--- src/rtl/uart_rx_cfg.sv ---
// Runtime-configurable UART receiver.
// It has a 2-flop synchroniser and 3-sample majority voting. Frames are
// delivered through a valid/ready holding register. The block also flags
// overrun and line break.
module uart_rx_cfg #(
  parameter int MAX_DATA_BITS = 9,
  parameter int OVS_FACTOR    = 16
) (
  input  logic                     clk,
  input  logic                     reset,
  input  logic                     tick_ovs,
  input  logic                     rx_pin,
  input  logic [3:0]               cfg_data_bits,
  input  logic [2:0]               cfg_parity,
  input  logic                     cfg_stop2,
  input  logic                     rx_ready,
  output logic [MAX_DATA_BITS-1:0] rx_data,
  output logic                     rx_valid,
  output logic                     parity_err,
  output logic                     frame_err,
  output logic                     break_det,
  output logic                     overrun
);

  localparam int CW  = $clog2(OVS_FACTOR);
  localparam int IW  = $clog2(MAX_DATA_BITS);
  localparam int MID = OVS_FACTOR / 2;

  localparam logic [CW-1:0] C_MIDM = CW'(MID - 1);
  localparam logic [CW-1:0] C_MID  = CW'(MID);
  localparam logic [CW-1:0] C_MIDP = CW'(MID + 1);
  localparam logic [CW-1:0] C_LAST = CW'(OVS_FACTOR - 1);

  localparam logic [2:0] S_IDLE   = 3'd0;
  localparam logic [2:0] S_START  = 3'd1;
  localparam logic [2:0] S_DATA   = 3'd2;
  localparam logic [2:0] S_PARITY = 3'd3;
  localparam logic [2:0] S_STOP1  = 3'd4;
  localparam logic [2:0] S_STOP2  = 3'd5;

  // synchroniser and edge-detect flops
  logic r_sync1, r_rx_s, r_rx_s_d;

  // frame engine state
  logic [2:0]               r_state;
  logic [CW-1:0]            r_os;
  logic [IW-1:0]            r_idx;
  logic [IW-1:0]            r_nlast;
  logic [2:0]               r_par;
  logic                     r_stop2;
  logic [MAX_DATA_BITS-1:0] r_word;
  logic                     r_s0, r_s1;
  logic                     r_pe, r_fe;
  logic                     r_allz;     // every vote so far was 0
  logic                     r_brkc;     // break candidate held for STOP2
  logic                     r_brk_wait; // line must return high before re-arming

  // output holding register
  logic [MAX_DATA_BITS-1:0] r_rx_data;
  logic                     r_rx_valid, r_par_err, r_frm_err, r_brk_det, r_ovr;

  logic [3:0]    w_nbits;
  logic [IW-1:0] w_nlast;
  logic [2:0]    w_par_mode;
  logic          w_vote, w_pexp, w_vtick, w_btick;
  logic          w_done, w_done_ferr, w_done_brk;

  // Clamp the data-bit count and fold unused parity codes to "none".
  always_comb begin
    w_nbits = cfg_data_bits;
    if (cfg_data_bits < 4'd5)
      w_nbits = 4'd5;
    else if (cfg_data_bits > 4'(MAX_DATA_BITS))
      w_nbits = 4'(MAX_DATA_BITS);
    w_nlast    = IW'(w_nbits - 4'd1);
    w_par_mode = (cfg_parity > 3'd4) ? 3'd0 : cfg_parity;
  end

  // Majority vote, expected parity and frame-completion decode.
  always_comb begin
    w_vote  = (r_s0 & r_s1) | (r_s0 & r_rx_s) | (r_s1 & r_rx_s);
    w_vtick = tick_ovs && (r_os == C_MIDP);
    w_btick = tick_ovs && (r_os == C_LAST);
    case (r_par)
      3'd1:    w_pexp = ~^r_word;
      3'd2:    w_pexp = ^r_word;
      3'd3:    w_pexp = 1'b1;
      default: w_pexp = 1'b0;
    endcase
    // The last stop bit finishes at its vote tick, which leaves slack for the next start edge.
    w_done      = w_vtick && (((r_state == S_STOP1) && !r_stop2) || (r_state == S_STOP2));
    w_done_ferr = r_fe | ~w_vote;
    w_done_brk  = (r_state == S_STOP1) ? (r_allz & ~w_vote) : r_brkc;
  end

  // Bring the async pin into the clock domain and keep one extra flop for the edge detector.
  always_ff @(posedge clk) begin
    if (reset) begin
      r_sync1  <= 1'b1;
      r_rx_s   <= 1'b1;
      r_rx_s_d <= 1'b1;
    end else begin
      r_sync1  <= rx_pin;
      r_rx_s   <= r_sync1;
      r_rx_s_d <= r_rx_s;
    end
  end

  // Frame state machine, advanced only on oversampling ticks once a start edge is seen.
  always_ff @(posedge clk) begin
    if (reset) begin
      r_state    <= S_IDLE;
      r_os       <= '0;
      r_idx      <= '0;
      r_nlast    <= '0;
      r_par      <= 3'd0;
      r_stop2    <= 1'b0;
      r_word     <= '0;
      r_s0       <= 1'b1;
      r_s1       <= 1'b1;
      r_pe       <= 1'b0;
      r_fe       <= 1'b0;
      r_allz     <= 1'b0;
      r_brkc     <= 1'b0;
      r_brk_wait <= 1'b0;
    end else if (r_state == S_IDLE) begin
      if (r_brk_wait) begin
        if (r_rx_s) r_brk_wait <= 1'b0;
      end else if (r_rx_s_d && !r_rx_s) begin
        r_state <= S_START;
        r_os    <= '0;
        r_nlast <= w_nlast;
        r_par   <= w_par_mode;
        r_stop2 <= cfg_stop2;
        r_word  <= '0;
        r_pe    <= 1'b0;
        r_fe    <= 1'b0;
        r_allz  <= 1'b1;
        r_brkc  <= 1'b0;
      end
    end else if (tick_ovs) begin
      r_os <= (r_os == C_LAST) ? '0 : r_os + CW'(1);
      if (r_os == C_MIDM) r_s0 <= r_rx_s;
      if (r_os == C_MID)  r_s1 <= r_rx_s;
      case (r_state)
        S_START: begin
          if (w_vtick && w_vote) r_state <= S_IDLE;
          else if (w_btick) begin
            r_state <= S_DATA;
            r_idx   <= '0;
          end
        end
        S_DATA: begin
          if (w_vtick) begin
            r_word[r_idx] <= w_vote;
            if (w_vote) r_allz <= 1'b0;
          end
          if (w_btick) begin
            if (r_idx == r_nlast) r_state <= (r_par != 3'd0) ? S_PARITY : S_STOP1;
            else r_idx <= r_idx + IW'(1);
          end
        end
        S_PARITY: begin
          if (w_vtick) begin
            r_pe <= (w_vote != w_pexp);
            if (w_vote) r_allz <= 1'b0;
          end
          if (w_btick) r_state <= S_STOP1;
        end
        S_STOP1: begin
          if (w_vtick) begin
            r_fe   <= w_done_ferr;
            r_brkc <= r_allz & ~w_vote;
            if (!r_stop2) begin
              r_state    <= S_IDLE;
              r_brk_wait <= w_done_brk;
            end
          end else if (w_btick) begin
            r_state <= S_STOP2;
          end
        end
        S_STOP2: begin
          if (w_vtick) begin
            r_state    <= S_IDLE;
            r_brk_wait <= r_brkc;
          end
        end
        default: r_state <= S_IDLE;
      endcase
    end
  end

  // Output register: load completed frames, run the handshake, and pulse break/overrun.
  always_ff @(posedge clk) begin
    if (reset) begin
      r_rx_data  <= '0;
      r_rx_valid <= 1'b0;
      r_par_err  <= 1'b0;
      r_frm_err  <= 1'b0;
      r_brk_det  <= 1'b0;
      r_ovr      <= 1'b0;
    end else begin
      r_brk_det <= 1'b0;
      r_ovr     <= 1'b0;
      if (r_rx_valid && rx_ready) r_rx_valid <= 1'b0;
      if (w_done) begin
        if (w_done_brk) begin
          r_brk_det <= 1'b1;
        end else if (!r_rx_valid || rx_ready) begin
          r_rx_data  <= r_word;
          r_par_err  <= r_pe;
          r_frm_err  <= w_done_ferr;
          r_rx_valid <= 1'b1;
        end else begin
          r_ovr <= 1'b1;
        end
      end
    end
  end

  assign rx_data    = r_rx_data;
  assign rx_valid   = r_rx_valid;
  assign parity_err = r_par_err;
  assign frame_err  = r_frm_err;
  assign break_det  = r_brk_det;
  assign overrun    = r_ovr;

endmodule

--- config.mk ---
export PLATFORM = sky130hd
export DESIGN_NAME = uart_rx_cfg
export DESIGN_NICKNAME = d
export VERILOG_FILES = /design/src/rtl/uart_rx_cfg.sv
export SDC_FILE = /design/constraint.sdc
export NUM_CORES = 1
export LEC_CHECK = 0
export BUFFER_PORTS_ARGS = -buffer_cell sky130_fd_sc_hd__buf_2
export CORE_AREA = 2 2 70 72
export CTS_CLUSTER_SIZE = 12
export DETAILED_ROUTE_END_ITERATION = 16
export DIE_AREA = 0 0 72 74
export PLACE_DENSITY = 0.87
export RECOVER_POWER = 25
export SYNTH_ARGS = -nofsm -noshare
export SYNTH_HDL_FRONTEND = slang
export SYNTH_SLANG_ARGS = --single-unit
--- constraint.sdc ---
create_clock -name clk -period 4.9 [get_ports clk]
set_input_delay 0 -clock clk [delete_from_list [all_inputs] [get_ports clk]]
set_output_delay 0 -clock clk [all_outputs]
set_load 0.03 [all_outputs]
# [Word level (Yosys, flattened, before mapping)]
# Index checks and enable logic that the tools add are counted.
[totals] output_inout_bits=14 reg_bits=52 in_bits=13 elab_cells=187
[classes] n_eq_ne=29 add_sub_neg=3 n_lt_le_gt_ge=5 reduce_logical=41 mux=74 bitwise_logic=12
[op_table] op="2-to-1 mux 9 bit" count=6
[op_table] op="2-to-1 mux 3 bit" count=15
[op_table] op="2-to-1 mux 4 bit" count=11
[op_table] op="2-to-1 mux 1 bit" count=36
[op_table] op="AND reduction 5 bit" count=4
[op_table] op="nonzero test 2 bit" count=8
[op_table] op="case mux 3 bit (5 select lines)" count=1
[op_table] op="AND reduction 3 bit" count=5
[op_table] op="== test 3 x 2 -> 1 bit (second input constant)" count=4
[op_table] op="== test 4 bit (second input constant)" count=3
[op_table] op="inequality test 2 bit (second input constant)" count=5
[op_table] op="AND reduction 10 bit" count=1
[op_table] op="bitwise mux 9 bit" count=1
[op_table] op="inequality test 3 x 2 -> 1 bit (second input constant)" count=3
[op_table] op="inequality test 3 bit (second input constant)" count=3
[op_table] op="XNOR reduction 9 bit" count=1
[op_table] op="parity 9 bit" count=1
[op_table] op="adder 4 x 1 -> 4 bit (second input constant)" count=2
[op_table] op="logical AND 1 bit" count=8
[op_table] op="inequality test 4 x 3 -> 1 bit (second input constant)" count=2
[op_table] op="case mux 4 bit (2 select lines)" count=1
[op_table] op="AND reduction 7 bit" count=1
[op_table] op="== test 3 x 1 -> 1 bit (second input constant)" count=2
[op_table] op="== test 3 bit (second input constant)" count=2
[op_table] op="24 further kinds" count=38

# [Depth between registers and ports, before layout]
[logic_depth] ltp_word=11 mapped_depth=9 mapped_depth_nobuf=7

# [Worst setup path after synthesis]
# Ideal clock, no wire load.
[synth_timing] kind="reg2reg" startpoint="register r_os[1]" endpoint="register r_state[1]" period_less_slack_ps=2237 setup_slack_ps=2663 setup_time_ps=121 required_ps=4779 n_path_buf=1 t_arrival_ps=2117 path_stages_with_launch=9 cell_sequence="dfxtp_1 > inv_1 > ha_1 > and4b_2 > buf_2 > or4_1 > a32oi_1 > or3_1 > mux2_2"
[synth_via] elab_chain_cells=7 word_cells_on_any_way=17 classes_between="8 x eq/ne; 5 x mux; 4 x reduce/logical"
[synth_lines] element="start, declared" line="46" source="logic [CW-1:0] r_os;"
[synth_lines] element="start signal, assigned" line="142" source="r_os <= (r_os == C_LAST) ? '0 : r_os + CW'(1);"
[synth_lines] element="== test 4 bit" line="82" source="w_vtick = tick_ovs && (r_os == C_MIDP);"
[synth_lines] element="logical AND 1 bit" line="82"
[synth_lines] element="logical AND 1 bit" line="147" source="if (w_vtick && w_vote) r_state <= S_IDLE;"
[synth_lines] element="2-to-1 mux 3 bit" line="147"
[synth_lines] element="case mux 3 bit (5 select lines)" line="145" source="case (r_state)"
[synth_lines] element="2-to-1 mux 3 bit" line="141" source="end else if (tick_ovs) begin"
[synth_lines] element="2-to-1 mux 3 bit" line="126" source="end else if (r_state == S_IDLE) begin"
[synth_lines] element="end signal, assigned" line="159" source="if (r_idx == r_nlast) r_state <= (r_par != 3'd0) ? S_PARITY : S_STOP1;"
[synth_lines] element="end, declared" line="45" source="logic [2:0] r_state;"
# Several ways; a longest one is shown, not always the timed one. The select of a mux whose other input is x is not followed.
# A chain may end at the register's enable or synchronous reset.

# [Worst setup path after layout]
[layout_timing] startpoint="register r_state[1]" endpoint="register r_state[1]"
[layout_via] elab_chain_cells=4 word_cells_on_any_way=20 classes_between="14 x eq/ne; 3 x mux; 3 x reduce/logical"
[layout_lines] element="== test 3 bit (tied with other cells)" line="145"
[layout_lines] element="case mux 3 bit (5 select lines)" line="145"
[layout_lines] element="2-to-1 mux 3 bit" line="141"
[layout_lines] element="2-to-1 mux 3 bit" line="126"
# Several ways; a longest one is shown, not always the timed one. The select of a mux whose other input is x is not followed.

==> flow_summary_export.csv <==
group,metric,value,unit
outcome,status,"complete, but fails checks",
outcome,violations,"max-capacitance violations, max-slew violations",
sta,finalCritPeriodShare,0.587,
worst_setup_path,rrSetupSlack,2.02,ns
synth,synth.distinct_cells,60,
global_routing,grt_pass1_wl,9950,um
worst_setup_path,crit_fanout,33,
global_routing,use_met2,0.436,
sta,worst_pin_slew,2.14,ns
clock_tree,holdBufCountCts,9,
placed_design,numPortBuffers,26,
final_layout,layout_commonest_cell,"dfxtp_1",
floorplanning,dieArea,5330,um2
synth,yosysTopAreaCell,"dfxtp_1",
drt,drc_errors,0,
clock_tree,clock_sinks,52,
final_layout,final_cell_mix,"dfxtp_1 (52), nand2_1 (39), a21oi_1 (31), nor2_1 (28), o21ai_0 (17)",
sta,slew_viol_final,52,
worst_setup_path,r2r_cells,5,
worst_setup_path,cp-start-kind,"register",
clock_tree,root_buffer,"clkbuf_8",
synth,syn_area_per_cell,8.67,um2
drt,via_count,2365,
worst_setup_path,cp_num_buf_inv,0,
synth,synthTopCellsByArea,"dfxtp_1 (38%), mux2i_1 (5.8%), a21oi_1 (5.6%)",
global_routing,overflow,0,
worst_setup_path,cpLargestDelayFamily,"simple AND/OR/NAND/NOR gates",
final_layout,final_core_util,0.657,
global_routing,use_met1,0.281,
clock_tree,h-tree-depth,2,
global_routing,grt_antenna_before_repair,0,
worst_setup_path,timing.rr.end,"r_state[1]",
synth,yosysWarnings,0,
sta,final_hold_viol_count,0,
synth,netlist_instances,319,
floorplanning,die_x,72,um
synth,synth_area,2770,um2
drt,first_iter_violations,213,
sta,min_period,2.88,ns
floorplanning,boundaryPins,27,
worst_setup_path,endpoint_kind,"register",
worst_setup_path,crit_chain,"or4b_4 -> nor3_2 -> o32ai_1 -> or3_1 -> mux2_2",
floorplanning,rows,25,
worst_setup_path,cp.depth,5,
drt,routed_via_density,5.96,
clock_tree,cts_buffer_depth,2,
floorplanning,start_util,0.601,
worst_setup_path,critPathMaxStageDelay,0.65,ns
clock_tree,cts_resized,0,
worst_setup_path,cp-endpoint,"r_state[1]",
final_layout,num_antenna_cells,0,
global_routing,track_usage,0.235,
synth,seq_area_frac_synth,0.376,
placed_design,dp_hpwl,3920,um
job,max-cap-violations,1,
worst_setup_path,critPathKind,"register to register",
worst_setup_path,setup.worst_path.start,"r_state[1]",
final_layout,drive_gt1_frac,0.111,
placed_design,gp_congestion,0.901,
clock_tree,cts_inserted_buffers,5,
sta,rsz0062_at_grt,"no",
clock_tree,cts_tree,"yes",
pwr,vdd_drop_max,0.200,mV
clock_tree,postCtsSetupBuffers,0,
synth,ys_async_sr_fraction,0,
final_layout,fillCellCount,395,
pwr,power.density,302,nW/um2
global_routing,grt_pass1_vias,2286,
worst_setup_path,cp.required,5.11,ns
sta,max_freq,348,MHz
min_path,hold_path.class,"input port to register",
synth,synthFlopType,"dfxtp_1",
global_routing,use_met3,0.0285,
worst_setup_path,slowest_stage,"or4b_4",
synth,synth_top_area_share,0.376,
worst_setup_path,r2r-start,"r_state[1]",
drt,drtPass1Iterations,5,
clock_tree,clock_latency,0.31,ns
clock_tree,clk_pin_slew,0.09,ns
synth,synth.net_count,340,
drt,ant_nets,0,
sta,finalSetupTns,0,ns
drt,wirelength,5810,um
sta,setup_viol,0,
final_layout,final_nets,363,
synth,ys_seq_elements,52,
global_routing,top_usage_layer,"met2",
sta,slew_headroom,-0.430,
global_routing,grt_max_degree,52,
pwr,leakage,0.00116,uW
synth,synth_edf_count,0,
final_layout,area_delta_synth_final,9.19,%
worst_setup_path,critPathArrivalTime,3.08,ns
floorplanning,chipHeight,74,um
drt,post_drt_wl_per_cell,14.6,um
floorplanning,core_area,4600,um2
sta,skew,0.00783,ns
[how the worst min path moves through the flow]
stage                startpoint         end  slack, ns  cells past startpoint
4_1_cts        cfg_data_bits[3]  r_nlast[3]       0.02                      3
3_3_place_gp             rx_pin     r_sync1       0.18                      2
6_report       cfg_data_bits[3]  r_nlast[3]       0.02                      3
2_1_floorplan            rx_pin     r_sync1       0.10                      1
3_5_place_dp             rx_pin     r_sync1       0.19                      2
5_1_grt        cfg_data_bits[3]  r_nlast[3]       0.06                      3
[sequential cells by signal (all words and copies together), names as in the netlist, 3 cells and up]
signal / cells
r_idx: 4
r_nlast: 4
r_os: 4
r_par: 3
r_state: 3
r_word: 9
rx_data: 9
[power breakdown]
part	total [uW]	internal, uW	switching (uW)	leakage, uW
sequential	479	438	40.2	0.000420
clock	259	115	144	0.0000445
combinational	174	73.3	101	0.000692
total	913	627	286	0.00116
[cell type report]
cell class,count,area [um2],area share
Clock buffer,7,86.3,0.0286
Clock inverter,1,7.51,0.00249
Inverter,8,30.0,0.00995
Multi-Input combinational cell,240,1580,0.525
Sequential cell,52,1040,0.345
Tap cell,54,67.6,0.0224
Timing Repair Buffer,35,203,0.0671
[layer usage]
| layer | routed length (um) | share of wire |
|---|---|---|
| met1 | 2520 | 0.43 |
| met2 | 2880 | 0.50 |
| met3 | 352 | 0.061 |
| met4 | 64 | 0.011 |
| met5 | 0 | 0 |
[tightest hold or removal path, cell delays in order]
cell	delay (ns)
buf_2	0.12
o311ai_0	0.09
a21oi_1	0.07
[cell families after synthesis]
| kind of cell | share of synthesized area |
|---|---|
| fa+ha+maj | 0.0398 |
| buf+inv | 0.0507 |
| flops | 0.376 |
| compound gates | 0.183 |
| mux | 0.0620 |
| simple gates | 0.238 |
| xor+xnor | 0.0502 |
[synthesized netlist by cell type (2+ instances only)]
library cell / count
a211oi_1: 2
a21boi_0: 10
a21o_1: 2
a21oi_1: 31
a22oi_1: 5
a41oi_1: 2
buf_2: 3
buf_6: 2
clkbuf_1: 11
dfxtp_1: 52
ha_1: 8
inv_1: 8
mux2i_1: 16
nand2_1: 39
nand2b_1: 3
nand3_1: 3
nand3b_1: 3
nand4_1: 3
nor2_1: 28
nor2b_1: 7
nor3_1: 10
nor3_2: 2
nor3b_1: 2
nor4b_1: 2
o21ai_0: 17
o41ai_1: 2
or2_2: 3
or3_1: 2
or3b_2: 2
or4b_4: 2
xnor2_1: 7
xnor3_1: 2
[metrics by stage]
| step | worst slack, ns | std cells | area (um2) | power, uW | hold WS [ns] |
|---|---|---|---|---|---|
| 2_1_floorplan | 2.66 | 319 | 2770 | 618 | 0.104 |
| 3_3_place_gp | 2.16 | 380 | 2850 | 647 | 0.183 |
| 3_5_place_dp | 2.10 | 380 | 2850 | 652 | 0.186 |
| 4_1_cts | 2.08 | 397 | 3040 | 910 | 0.0229 |
| 5_1_grt | 1.84 | 397 | 3020 | 956 | 0.0599 |
| 6_report | 2.02 | 397 | 3020 | 913 | 0.0199 |
No activity file was read; power rests on OpenSTA's default activity.
